[config.mk]
export PLATFORM = sky130hd
export DESIGN_NAME = load_store_unit
export DESIGN_NICKNAME = d
export VERILOG_FILES = /design/src/rtl/lsu_pkg.sv /design/src/rtl/load_store_unit_align.sv /design/src/rtl/load_store_unit.sv
export SDC_FILE = /design/constraint.sdc
export NUM_CORES = 1
export LEC_CHECK = 0
export ABC_AREA = 1
export BUFFER_PORTS_ARGS = -buffer_cell sky130_fd_sc_hd__buf_2
export CAP_MARGIN = 40
export CORE_ASPECT_RATIO = 1.5
export CORE_UTILIZATION = 45
export CTS_BUF_LIST = sky130_fd_sc_hd__clkbuf_16
export DETAILED_ROUTE_END_ITERATION = 8
export PLACE_DENSITY_LB_ADDON = 0.12
export SYNTH_ARGS = -nofsm -noshare
export SYNTH_HDL_FRONTEND = slang
export SYNTH_HIERARCHICAL = 1
export SYNTH_SLANG_ARGS = --single-unit
[constraint.sdc]
create_clock -name clk -period 4.9 [get_ports clk]
set_clock_uncertainty 0.2 [all_clocks]
set_input_delay 0 -clock clk [delete_from_list [all_inputs] [get_ports clk]]
set_output_delay 0 -clock clk [all_outputs]
set_load 0.005 [all_outputs]
[src/rtl/lsu_pkg.sv]
// Shared types and funct3 encodings for the load/store unit.
package lsu_pkg;

   typedef enum logic [1:0] {
      IDLE = 2'd0,
      REQ  = 2'd1,
      WAIT = 2'd2,
      DONE = 2'd3
   } lsu_state_e;

   localparam logic [2:0] F3_LB  = 3'b000;
   localparam logic [2:0] F3_LH  = 3'b001;
   localparam logic [2:0] F3_LW  = 3'b010;
   localparam logic [2:0] F3_LBU = 3'b100;
   localparam logic [2:0] F3_LHU = 3'b101;
   localparam logic [2:0] F3_SB  = 3'b000;
   localparam logic [2:0] F3_SH  = 3'b001;
   localparam logic [2:0] F3_SW  = 3'b010;

endpackage

[src/rtl/load_store_unit_align.sv]
// Byte-lane logic: enables, store replication, access legality and load lane extraction.
module lsu_align
   import lsu_pkg::*;
#(
   parameter int XLEN = 32
) (
   input  logic [2:0]      funct3,
   input  logic [1:0]      addr_lo,
   input  logic            rd,
   input  logic            wr,
   input  logic [XLEN-1:0] wdata,
   output logic [3:0]      be,
   output logic [XLEN-1:0] wdata_lane,
   output logic            fault,
   input  logic [2:0]      rsp_funct3,
   input  logic [1:0]      rsp_off,
   input  logic [XLEN-1:0] rdata,
   output logic [XLEN-1:0] rdata_fmt
);

   logic                   misaligned;
   logic                   unsupported;
   logic [XLEN-1:0]        shifted;
   logic signed [7:0]      byte_s;
   logic signed [15:0]     half_s;

   always_comb begin
      be          = 4'b0000;
      wdata_lane  = '0;
      misaligned  = 1'b0;
      case (funct3[1:0])
         2'b00: begin
            be         = 4'b0001 << addr_lo;
            wdata_lane = {(XLEN/8){wdata[7:0]}};
         end
         2'b01: begin
            be         = 4'b0011 << {addr_lo[1], 1'b0};
            wdata_lane = {(XLEN/16){wdata[15:0]}};
            misaligned = addr_lo[0];
         end
         2'b10: begin
            be         = 4'b1111;
            wdata_lane = wdata;
            misaligned = |addr_lo;
         end
         default: ;
      endcase
      // Stores never use funct3[2]; loads only use it with byte/halfword sizes.
      unsupported = (funct3[1:0] == 2'b11) | (funct3[2] & (wr | funct3[1]));
      fault       = (rd & wr) | ((rd | wr) & (unsupported | misaligned));
   end

   always_comb begin
      shifted   = rdata >> {rsp_off, 3'b000};
      byte_s    = shifted[7:0];
      half_s    = shifted[15:0];
      rdata_fmt = shifted;
      case (rsp_funct3)
         F3_LB:   rdata_fmt = XLEN'(byte_s);
         F3_LH:   rdata_fmt = XLEN'(half_s);
         F3_LBU:  rdata_fmt = XLEN'(shifted[7:0]);
         F3_LHU:  rdata_fmt = XLEN'(shifted[15:0]);
         default: rdata_fmt = shifted;
      endcase
   end

endmodule

[src/rtl/load_store_unit.sv]
// M-stage load/store unit: one outstanding memory request, stalling the pipeline until done.
module load_store_unit
   import lsu_pkg::*;
#(
   parameter int XLEN = 32
) (
   input  logic            clk,
   input  logic            rst,
   input  logic            MemReadM,
   input  logic            MemWriteM,
   input  logic [2:0]      Funct3M,
   input  logic [XLEN-1:0] ALUResultM,
   input  logic [XLEN-1:0] WriteDataM,
   output logic [XLEN-1:0] ReadDataM,
   output logic            MemStallM,
   output logic            LsuFaultM,
   output logic            mem_req_valid,
   input  logic            mem_req_ready,
   output logic            mem_req_we,
   output logic [XLEN-1:0] mem_req_addr,
   output logic [3:0]      mem_req_be,
   output logic [XLEN-1:0] mem_req_wdata,
   input  logic            mem_rsp_valid,
   input  logic [XLEN-1:0] mem_rsp_rdata
);

   lsu_state_e             state_q, state_d;
   logic                   launch, capture;
   logic [3:0]             be_c;
   logic [XLEN-1:0]        wdata_c, rdata_c;
   logic                   fault_c;

   logic [XLEN-1:0]        addr_p1, wdata_p1, rdata_p1;
   logic [3:0]             be_p1;
   logic                   we_p1;
   logic [2:0]             funct3_p1;
   logic [1:0]             off_p1;

   lsu_align #(.XLEN(XLEN)) u_align (
      .funct3     (Funct3M),
      .addr_lo    (ALUResultM[1:0]),
      .rd         (MemReadM),
      .wr         (MemWriteM),
      .wdata      (WriteDataM),
      .be         (be_c),
      .wdata_lane (wdata_c),
      .fault      (fault_c),
      .rsp_funct3 (funct3_p1),
      .rsp_off    (off_p1),
      .rdata      (mem_rsp_rdata),
      .rdata_fmt  (rdata_c)
   );

   always_comb begin
      state_d   = state_q;
      MemStallM = 1'b0;
      LsuFaultM = 1'b0;
      launch    = 1'b0;
      capture   = 1'b0;
      case (state_q)
         IDLE: begin
            if (MemReadM | MemWriteM) begin
               if (fault_c) begin
                  LsuFaultM = 1'b1;
               end else begin
                  MemStallM = 1'b1;
                  launch    = 1'b1;
                  state_d   = REQ;
               end
            end
         end
         REQ: begin
            MemStallM = 1'b1;
            if (mem_req_ready) state_d = we_p1 ? DONE : WAIT;
         end
         WAIT: begin
            MemStallM = 1'b1;
            if (mem_rsp_valid) begin
               capture = 1'b1;
               state_d = DONE;
            end
         end
         DONE: state_d = IDLE;
         default: state_d = IDLE;
      endcase
   end

   // Request fields are only visible while the request is presented.
   assign mem_req_valid = (state_q == REQ);
   assign mem_req_we    = mem_req_valid & we_p1;
   assign mem_req_addr  = mem_req_valid ? addr_p1 : '0;
   assign mem_req_be    = mem_req_valid ? be_p1 : 4'b0000;
   assign mem_req_wdata = mem_req_valid ? wdata_p1 : '0;
   assign ReadDataM     = (state_q == DONE) ? rdata_p1 : '0;

   // p1: registered request and captured response
   always_ff @(posedge clk) begin
      if (rst) begin
         state_q   <= IDLE;
         addr_p1   <= '0;
         wdata_p1  <= '0;
         rdata_p1  <= '0;
         be_p1     <= 4'b0000;
         we_p1     <= 1'b0;
         funct3_p1 <= 3'b000;
         off_p1    <= 2'b00;
      end else begin
         state_q <= state_d;
         if (launch) begin
            addr_p1   <= {ALUResultM[XLEN-1:2], 2'b00};
            wdata_p1  <= wdata_c;
            be_p1     <= be_c;
            we_p1     <= MemWriteM;
            funct3_p1 <= Funct3M;
            off_p1    <= ALUResultM[1:0];
            rdata_p1  <= '0;
         end
         if (capture) rdata_p1 <= rdata_c;
      end
   end

endmodule

Yosys cells after proc, flatten, opt, wreduce, memory -nomap -nowiden --
Cells that the tools add are included. W data, S select, Z words.
Word-level totals: register bits 106, latch bits 0, RAM bits 0, memory bits (read-only) 0, input port bits 105, output and inout port bits 104, word-level logic and storage cells 65, memories 0
Operators by class: add/sub/neg operators 0, multiply operators 0, divide/modulo/power cells 0, order comparisons 0, equal/unequal tests 13, shifts and indexed selects 3, multiplexer cells 25, bitwise logic cells 9, reduce and logical (&&, ||, !) cells 7
Operator list (count):
- $mux W32 | 5
- $pmux W32 S4 | 1
- $pmux W32 S3 | 1
- $shr A32 B5 Y32 | 1
- $pmux W4 S3 | 1
- $mux W1 | 9
- $eq A2 B2 Y1 const B | 4
- $mux W2 | 4
- $pmux W2 S4 | 1
- $eq A3 B3 Y1 const B | 2
- $ne A2 B2 Y1 const B | 3
- $or A1 B1 Y1 | 5
- $and A1 B1 Y1 | 4
- $eq A2 B1 Y1 const B | 2
- $logic_not A2 Y1 | 2
- $mux W4 | 1
- $pmux W1 S2 | 2
- $reduce_and A4 Y1 | 1
- $reduce_or A2 Y1 | 2
- $shl A1 B2 Y4 const A | 1
- $shl A2 B2 Y4 const A | 1
- $eq A3 B1 Y1 const B | 1
- $logic_not A3 Y1 | 1
- $ne A2 B1 Y1 const B | 1
- $reduce_bool A2 Y1 | 1

Logic depth before layout (Yosys ltp) --
Gate-level depths: netlist (run 1).
depth after elaboration 11, mapped depth 13

Modules after synthesis --
Netlist (run 1), hierarchy kept.
By module, submodules not included:
- load_store_unit | instances 1, cells an instance 704, area each 4775.8 µm², seq. area each 2122.0 µm²
- lsu_align | instances 1, cells an instance 291, area each 1577.8 µm², seq. area each 0.0 µm²

Worst setup path after synthesis (run 1) --
OpenSTA, ideal clock, no wires.
kind input to register, start input port Funct3M[0], end register rdata_p1[26], arrival 1.497 ns, data required time 4.633 ns, path slack 3.135 ns, stages 13, cell sequence inv_1 > ha_1 > buf_2 > a21oi_1 > nor2_1 > nor2_1 > nor2_1 > nor2_4 > o21ai_4 > buf_12 > buf_12 > nand3_2 > a21oi_2
On the way: word-level cells in the longest chain between the ends 9, elaborated cells on any way between the ends 12, classes of those cells eq/ne (3); mux (4); bitwise (4); reduce/logical (1)
Ends and longest elaborated chain:
- from (decl) | line load_store_unit.sv:11 | input logic [2:0] Funct3M,
- $eq A2 B2 Y1 (tied with other cells) | line load_store_unit_align.sv:31 | case (funct3[1:0])
- $pmux W1 S2 or $or A1 B1 Y1 (tied branches) | line load_store_unit_align.sv:31, load_store_unit_align.sv:49
- $or A1 B1 Y1 * | line load_store_unit_align.sv:50 | fault = (rd & wr) | ((rd | wr) & (unsupported | misaligned));
- $and A1 B1 Y1 * | line load_store_unit_align.sv:50
- $or A1 B1 Y1 * | line load_store_unit_align.sv:50
- named net fault_c | line load_store_unit.sv:31 | logic fault_c;
- $mux W1 * | line load_store_unit.sv:63 | if (fault_c) begin
- $mux W1 * | line load_store_unit.sv:62 | if (MemReadM | MemWriteM) begin
- $mux W1 * | line load_store_unit.sv:60 | case (state_q)
- $reduce_bool A2 Y1 (no source line) *
- to (signal assigned) | line load_store_unit.sv:118 | if (capture) rdata_p1 <= rdata_c;
- to (decl) | line load_store_unit.sv:33 | logic [XLEN-1:0] addr_p1, wdata_p1, rdata_p1;
The timed path passes the listed nets; every way through them passes the cells marked *. A chain may end at the register's enable or synchronous reset.

Final worst setup path (run 1) --
start input port Funct3M[0], end output port MemStallM
On the way: word-level cells in the longest chain between the ends 8, elaborated cells on any way between the ends 11, classes of those cells eq/ne (3); mux (4); bitwise (4)
Ends and longest elaborated chain:
- $eq A2 B2 Y1 (tied with other cells) | line load_store_unit_align.sv:31
- $pmux W1 S2 or $or A1 B1 Y1 (tied branches) | line load_store_unit_align.sv:31, load_store_unit_align.sv:49
- $or A1 B1 Y1 * | line load_store_unit_align.sv:50
- $and A1 B1 Y1 * | line load_store_unit_align.sv:50
- $or A1 B1 Y1 * | line load_store_unit_align.sv:50
- named net fault_c | line load_store_unit.sv:31
- $mux W1 * | line load_store_unit.sv:63
- $mux W1 * | line load_store_unit.sv:62
- $pmux W1 S2 * | line load_store_unit.sv:60
- to (decl) | line load_store_unit.sv:15 | output logic MemStallM,
Marked as above.

==> run_results.csv, run 1 <==
group,metric,value,unit
critical_path,criticalPathCategory,"input port to output port",
drt,drc,0,
clocking,clock_path_buffers,2,
min_path,min_from,"mem_rsp_rdata[10]",
layout,stdcell_count,1426,
global_routing,grt_pass1_vias,6419,
critical_path,cp-end-kind,"output port",
outcome,status,"finished, final reports clean",
logic_synthesis,syn_inst,995,
timing,rsz0062_at_grt,"false",
timing,setup_tns,0,ps
timing,finalWorstPathRequiredPeriod,3150,ps
job,cap_viol_max_count,0,
timing,tightestPinTransition,850,ps
critical_path,r2r_slack,2450,ps
drt,vias_per_cell,4.91,
clocking,cts_sinks,106,
drt,drt_wl_total,18800,um
power,peakVddDrop,0.286,mV
drt,vias,6995,
logic_synthesis,yosys.area.top_type,"dfxtp_1",
min_path,worstHoldPathType,"input port to flop",
global_routing,antenna_found_initial,1,
power,p_leak,4.88,nW
drt,avgRoutedWirePerCell,13.2,um
global_routing,overflow,0,
clocking,clkSlewWorstSetupHoldPaths,70,ps
drt,drt-pass1-iter-count,6,
critical_path,r2r_end,"rdata_p1[24]",
critical_path,reg2regPathDepth,7,
logic_synthesis,synth.avg_cell_area,6.39,um^2
floorplan,design.die.area,0.0146,mm^2
placed_design,place_congestion,0.908,
floorplan,io_pins,209,
logic_synthesis,synthFlopType,"dfxtp_1",
layout,layout.nets,1375,
critical_path,rr_startpoint,"state_q[0]",
timing,drv_slew,0,
power,power.total,3.40,mW
power,power_density,394,mW/mm^2
clocking,postCtsHoldBufs,102,
floorplan,die_x,99.0,um
layout,area_delta_synth_final,35.8,%
critical_path,cp_max_fo,48,
clocking,cts_setup_buffers,0,
logic_synthesis,synth_area_leaders,"dfxtp_1, nand2_1, nor2_1",
placed_design,io_buffer_count,206,
critical_path,arrival,2950,ps
min_path,whs_path_depth,7,
min_path,hold_end,"rdata_p1[10]",
critical_path,cp-startpoint,"Funct3M[0]",
timing,relSlewSlack,43.3,%
global_routing,grt_max_degree,74,
placed_design,placed_cells,1307,
timing,period_share,64.3,%
layout,final_layout_size_suffix_gt1_share,21.8,%
logic_synthesis,ys_ff_latch,106,
floorplan,rows,52,
clocking,clk_latency,340,ps
critical_path,required,4700,ps
critical_path,critical_path.startpoint_type,"input port",
floorplan,initial_core_util,46.5,%
logic_synthesis,synth_edf_count,0,
floorplan,coreArea,0.0137,mm^2
drt,ant_nets,0,
floorplan,dieHeight,148,um
logic_synthesis,synth_area,0.00635,mm^2
clocking,cts_tree,"done",
logic_synthesis,synth_async_sr_flop_share,0,%
clocking,cts.repair.resized,0,
logic_synthesis,synth_top_area_share,33.4,%
logic_synthesis,seq_area_frac_synth,33.4,%
timing,timing.fmax,317,MHz
timing,setup_viol,0,
clocking,cts_inserted_buffers,9,
drt,drtIter0Drc,351,
global_routing,grt_util_all_layers,25.8,%
logic_synthesis,yosys_warnings,6,
logic_synthesis,ys_types,36,
clocking,htree_levels,3,
global_routing,grt_pass1_wl,30200,um
timing,hold_viol,0,
placed_design,hpwl,12300,um
clocking,ctsRootBufferMaster,"clkbuf_16",
cell usage in the layout, fill, tap and decap left out, drive strengths merged, types with 10 or more instances in the layout:
| cell type | synthesis | layout |
|---|---|---|
| dlygate4sd3 | 0 | 102 |
| dfxtp | 106 | 106 |
| nand2 | 220 | 220 |
| o21ai | 99 | 99 |
| a22oi | 10 | 10 |
| buf | 43 | 215 |
| inv | 149 | 152 |
| ha | 12 | 12 |
| o211ai | 14 | 14 |
| nand3 | 78 | 78 |
| a21oi | 46 | 46 |
| nor2 | 181 | 181 |
cell families after synthesis:
group / count (synthesis) / synth area share [%]
AOI/OAI and AO/OA: 176 / 15.2
buffers and inverters: 216 / 15.4
and+or+nand+nor: 484 / 33.6
other: 1 / 0.0590
adders and majority gates: 12 / 2.36
DFF: 106 / 33.4
worst max path at each step:
stage	endpoint	slack [ps]
after CTS	MemStallM	1720
after global placement	MemStallM	1910
after floorplan	rdata_p1[26]	3140
final	MemStallM	1750
after global routing	wdata_p1[17]	1500
after detailed placement	rdata_p1[6]	1970
cell type report:
| class | count | area (um^2) |
|---|---|---|
| antenna | 1 | 2.50 |
| clock buffer | 9 | 225 |
| clock inverter | 7 | 100 |
| fill | 1361 | 5030 |
| inverter | 150 | 563 |
| multi-input combinational | 674 | 3260 |
| sequential | 106 | 2120 |
| tap | 162 | 203 |
| timing repair buffer | 317 | 2150 |
metal layers:
| layer | vias to the layer above | share of wire [%] | global-route usage (%) |
|---|---|---|---|
| li1 | 3607 | - | - |
| met1 | 3134 | 40 | 29.9 |
| met2 | 214 | 53 | 47.1 |
| met3 | 40 | 4.1 | 3.31 |
| met4 | 0 | 2.9 | 10.9 |
| met5 | - | 0 | 0 |
metrics by stage:
step	cell area, um^2	hold WS [ps]	setup WS (ps)	util, %
2_1_floorplan	6360	-72.5	3140	-
3_3_place_gp	7230	46.3	1910	52.9
3_5_place_dp	7280	49.7	1970	53.3
4_1_cts	8630	0.199	1720	63.1
5_1_grt	8630	20.4	1500	63.2
6_report	8630	5.23	1750	63.2
registers in the layout, indices dropped and copies added (netlist names):
register	cells
rdata_p1	32
funct3_p1	3
state_q	2
off_p1	2
we_p1	1
be_p1	4
wdata_p1	32
addr_p1	30
worst max-delay path: stages:
cell and delay, ps:
dlygate4sd3_1 530, buf_2 150, inv_1 80, ha_1 700, a21oi_1 80, nor2_1 140, nor2_1 60, nor2_1 230
nor2_4 80, o21ai_4 70, buf_4 460, a21oi_1 170, buf_2 160
cell usage after synthesis (2+ instances only):
master,number
a21oi_1,45
a22oi_1,10
buf_12,2
buf_2,28
buf_4,4
buf_6,5
buf_8,4
clkbuf_1,23
dfxtp_1,106
ha_1,12
inv_1,144
inv_2,5
nand2_1,216
nand2_2,2
nand3_1,52
nand3_2,25
nor2_1,175
nor2_4,5
nor3_1,3
o211ai_1,14
o21ai_0,89
o21ai_1,9
o22ai_1,4
report_power, final:
| part | leakage, nW | internal, mW | switching, mW |
|---|---|---|---|
| clock | 0.156 | 0.454 | 0.340 |
| sequential | 0.868 | 1.05 | 0.119 |
| combinational | 3.86 | 0.550 | 0.883 |
Note: power is estimated with default switching activity, not from simulation.
==> inputs of run 2 (changes only) <==
==> constraint.sdc (replaced) <==
create_clock -name clk -period 3.2 [get_ports clk]
set_clock_uncertainty 0.2 [all_clocks]
set_input_delay 0 -clock clk [delete_from_list [all_inputs] [get_ports clk]]
set_output_delay 0 -clock clk [all_outputs]
set_load 0.005 [all_outputs]
==> run 2 against run 1 <==
Effect of this change:
- register-to-register slack got worse by 2100 ps
- critical endpoint is now rdata_p1[0]
- via count increased by 2.0%
- sequential cell count unchanged
- largest power group unchanged
- setup slack got worse by 1400 ps
- clock power increased by 32%
- sequential power increased by 54%
- critical path depth increased by 1
==> run_results.csv, run 2 (same netlist as run 1, synthesis figures left out) <==
group,metric,value,unit
placed_design,place_congestion,0.920,
global_routing,grt_util_all_layers,26.0,%
drt,drtIter0Drc,333,
timing,tightestPinTransition,716,ps
clocking,clkSlewWorstSetupHoldPaths,80,ps
floorplan,design.die.area,0.0146,mm^2
critical_path,slowest_stage,"dlygate4sd3_1",
drt,ant_nets,0,
critical_path,critical_path.top_delay_family,"buffers and inverters",
critical_path,cp_max_fo,105,
critical_path,cp_common_cell,"nor2_1",
power,peakVddDrop,0.322,mV
job,cap_viol_max_count,0,
drt,avgRoutedWirePerCell,13.1,um
layout,final_layout_size_suffix_gt1_share,22.0,%
clocking,clock_path_buffers,2,
timing,finalWorstPathRequiredPeriod,2900,ps
timing,rsz0062_at_grt,"false",
floorplan,die_x,99.0,um
critical_path,reg2regPathDepth,7,
critical_path,rr_startpoint,"off_p1[0]",
critical_path,required,3290,ps
timing,setup_viol,0,
critical_path,worstSetupEndpoint,"rdata_p1[0]",
clocking,ctsRootBufferMaster,"clkbuf_16",
layout,area_delta_synth_final,38.2,%
floorplan,dieHeight,148,um
drt,drc,0,
layout,num_antenna_cells,0,
drt,drt-pass1-iter-count,5,
min_path,worstHoldPathType,"input port to flop",
placed_design,io_buffer_count,206,
timing,period_share,90.5,%
floorplan,initial_core_util,46.5,%
global_routing,grt_pass1_wl,30700,um
floorplan,rows,52,
timing,hold_viol,0,
critical_path,slowest_delay,560,ps
drt,vias_per_cell,4.93,
critical_path,criticalPathCategory,"input port to flop",
global_routing,antenna_found_initial,0,
critical_path,arrival,2980,ps
clocking,cts_tree,"done",
critical_path,path_buf_inv,5,
drt,drt_wl_total,19000,um
clocking,cts_inserted_buffers,9,
global_routing,grt_max_degree,106,
outcome,status,"finished, final reports clean",
drt,vias,7134,
placed_design,hpwl,12500,um
global_routing,overflow,0,
critical_path,r2r_end,"rdata_p1[2]",
layout,largestRegisters,"rdata_p1 (32), wdata_p1 (32), addr_p1 (30)",
timing,setup_tns,0,ps
floorplan,io_pins,209,
critical_path,crit_chain,"dlygate4sd3_1, buf_2, inv_1, ha_1, a21oi_1, nor2_1, nor2_1, nor2_1, nor2_4, o21ai_4, buf_12, nand3_1, a21oi_1, dlygate4sd3_1",
power,power.total,5.08,mW
critical_path,critical_path.startpoint_type,"input port",
clocking,cts_setup_buffers,0,
timing,drv_slew,0,
global_routing,grt_pass1_vias,6641,
clocking,htree_levels,3,
floorplan,coreArea,0.0137,mm^2
layout,layout.nets,1396,
power,power_density,579,mW/mm^2
clocking,cts_sinks,106,
critical_path,r2r_slack,350,ps
layout,mostFrequentLayoutCells,"nand2_1, buf_2, nor2_1",
critical_path,cp-startpoint,"Funct3M[1]",
critical_path,cp-end-kind,"flop",
critical_path,critical_path_cell_count,14,
layout,layout_commonest_cell,"nand2_1",
power,p_leak,4.97,nW
clocking,clk_latency,340,ps
timing,relSlewSlack,52.2,%
timing,timing.fmax,345,MHz
## run 2: cell types whose count changed in the layout (fill, tap and decap cells not counted), sizes merged
cell | previous run | this run
clkinv | 2 | 3
diode | 1 | 0
buf | 215 | 220
dlygate4sd3 | 102 | 117
clkinvlp | 1 | 3
bufinv | 2 | 0
## run 2: worst min-delay path: cells and delay by family
family                 cells  cell delay (ps)
AND/OR/NAND/NOR            4              280
buffers and inverters      2              160
AO/OA/AOI/OAI              1               70
## run 2: per-layer routing
layer,global-route usage (%),part of all wire (%),vias to the layer above
li1,-,-,3651
met5,0,0,-
met2,48.9,53,221
met4,11.3,3.3,0
met1,28.9,40,3216
met3,3.45,4.4,46
## run 2: worst min path at each step
| stage | from | endpoint | slack [ps] | cells past startpoint |
|---|---|---|---|---|
| 2_1_floorplan | MemReadM | LsuFaultM | -70 | 2 |
| 4_1_cts | mem_rsp_rdata[11] | rdata_p1[11] | 0.03 | 7 |
| 3_5_place_dp | ALUResultM[29] | addr_p1[29] | 50 | 3 |
| 3_3_place_gp | ALUResultM[29] | addr_p1[29] | 40 | 3 |
| 5_1_grt | mem_rsp_rdata[17] | rdata_p1[17] | 30 | 5 |
| 6_report | mem_rsp_rdata[29] | rdata_p1[29] | 4 | 7 |
## run 2: layout make-up
| cell class | count | area [um^2] |
|---|---|---|
| Fill cell | 1293 | 4880 |
| Multi-Input combinational cell | 674 | 3260 |
| Timing Repair Buffer | 337 | 2340 |
| Sequential cell | 106 | 2120 |
| Inverter | 150 | 567 |
| Clock buffer | 9 | 225 |
| Tap cell | 162 | 203 |
| Clock inverter | 7 | 53.8 |
| Timing Repair inverter | 1 | 5.00 |
## run 2: stage by stage
step           hold slack (ps)  area (um^2)  setup slack [ps]  util, %  instances
6_report                  3.58         8780               305     64.3       1446
5_1_grt                   27.0         8780               144     64.3       1446
4_1_cts                 0.0326         8770               223     64.2       1445
3_5_place_dp              50.1         7320               905     53.6       1312
3_3_place_gp              38.4         7290               974     53.4       1311
2_1_floorplan            -72.5         6360              1440        -        996
## run 2: repair_timing
item / 4_1_cts / 5_1_grt
endpoints found under the setup margin: 0 / 5
resized for setup: 0 / 2
endpoints found under the hold margin: 103 / 0
hold buffers: 117 / 0
## run 2: power breakdown
group	leakage (nW)	internal, mW	switching (mW)
Clock	0.140	0.537	0.518
Combinational	3.96	0.875	1.36
Sequential	0.868	1.62	0.183
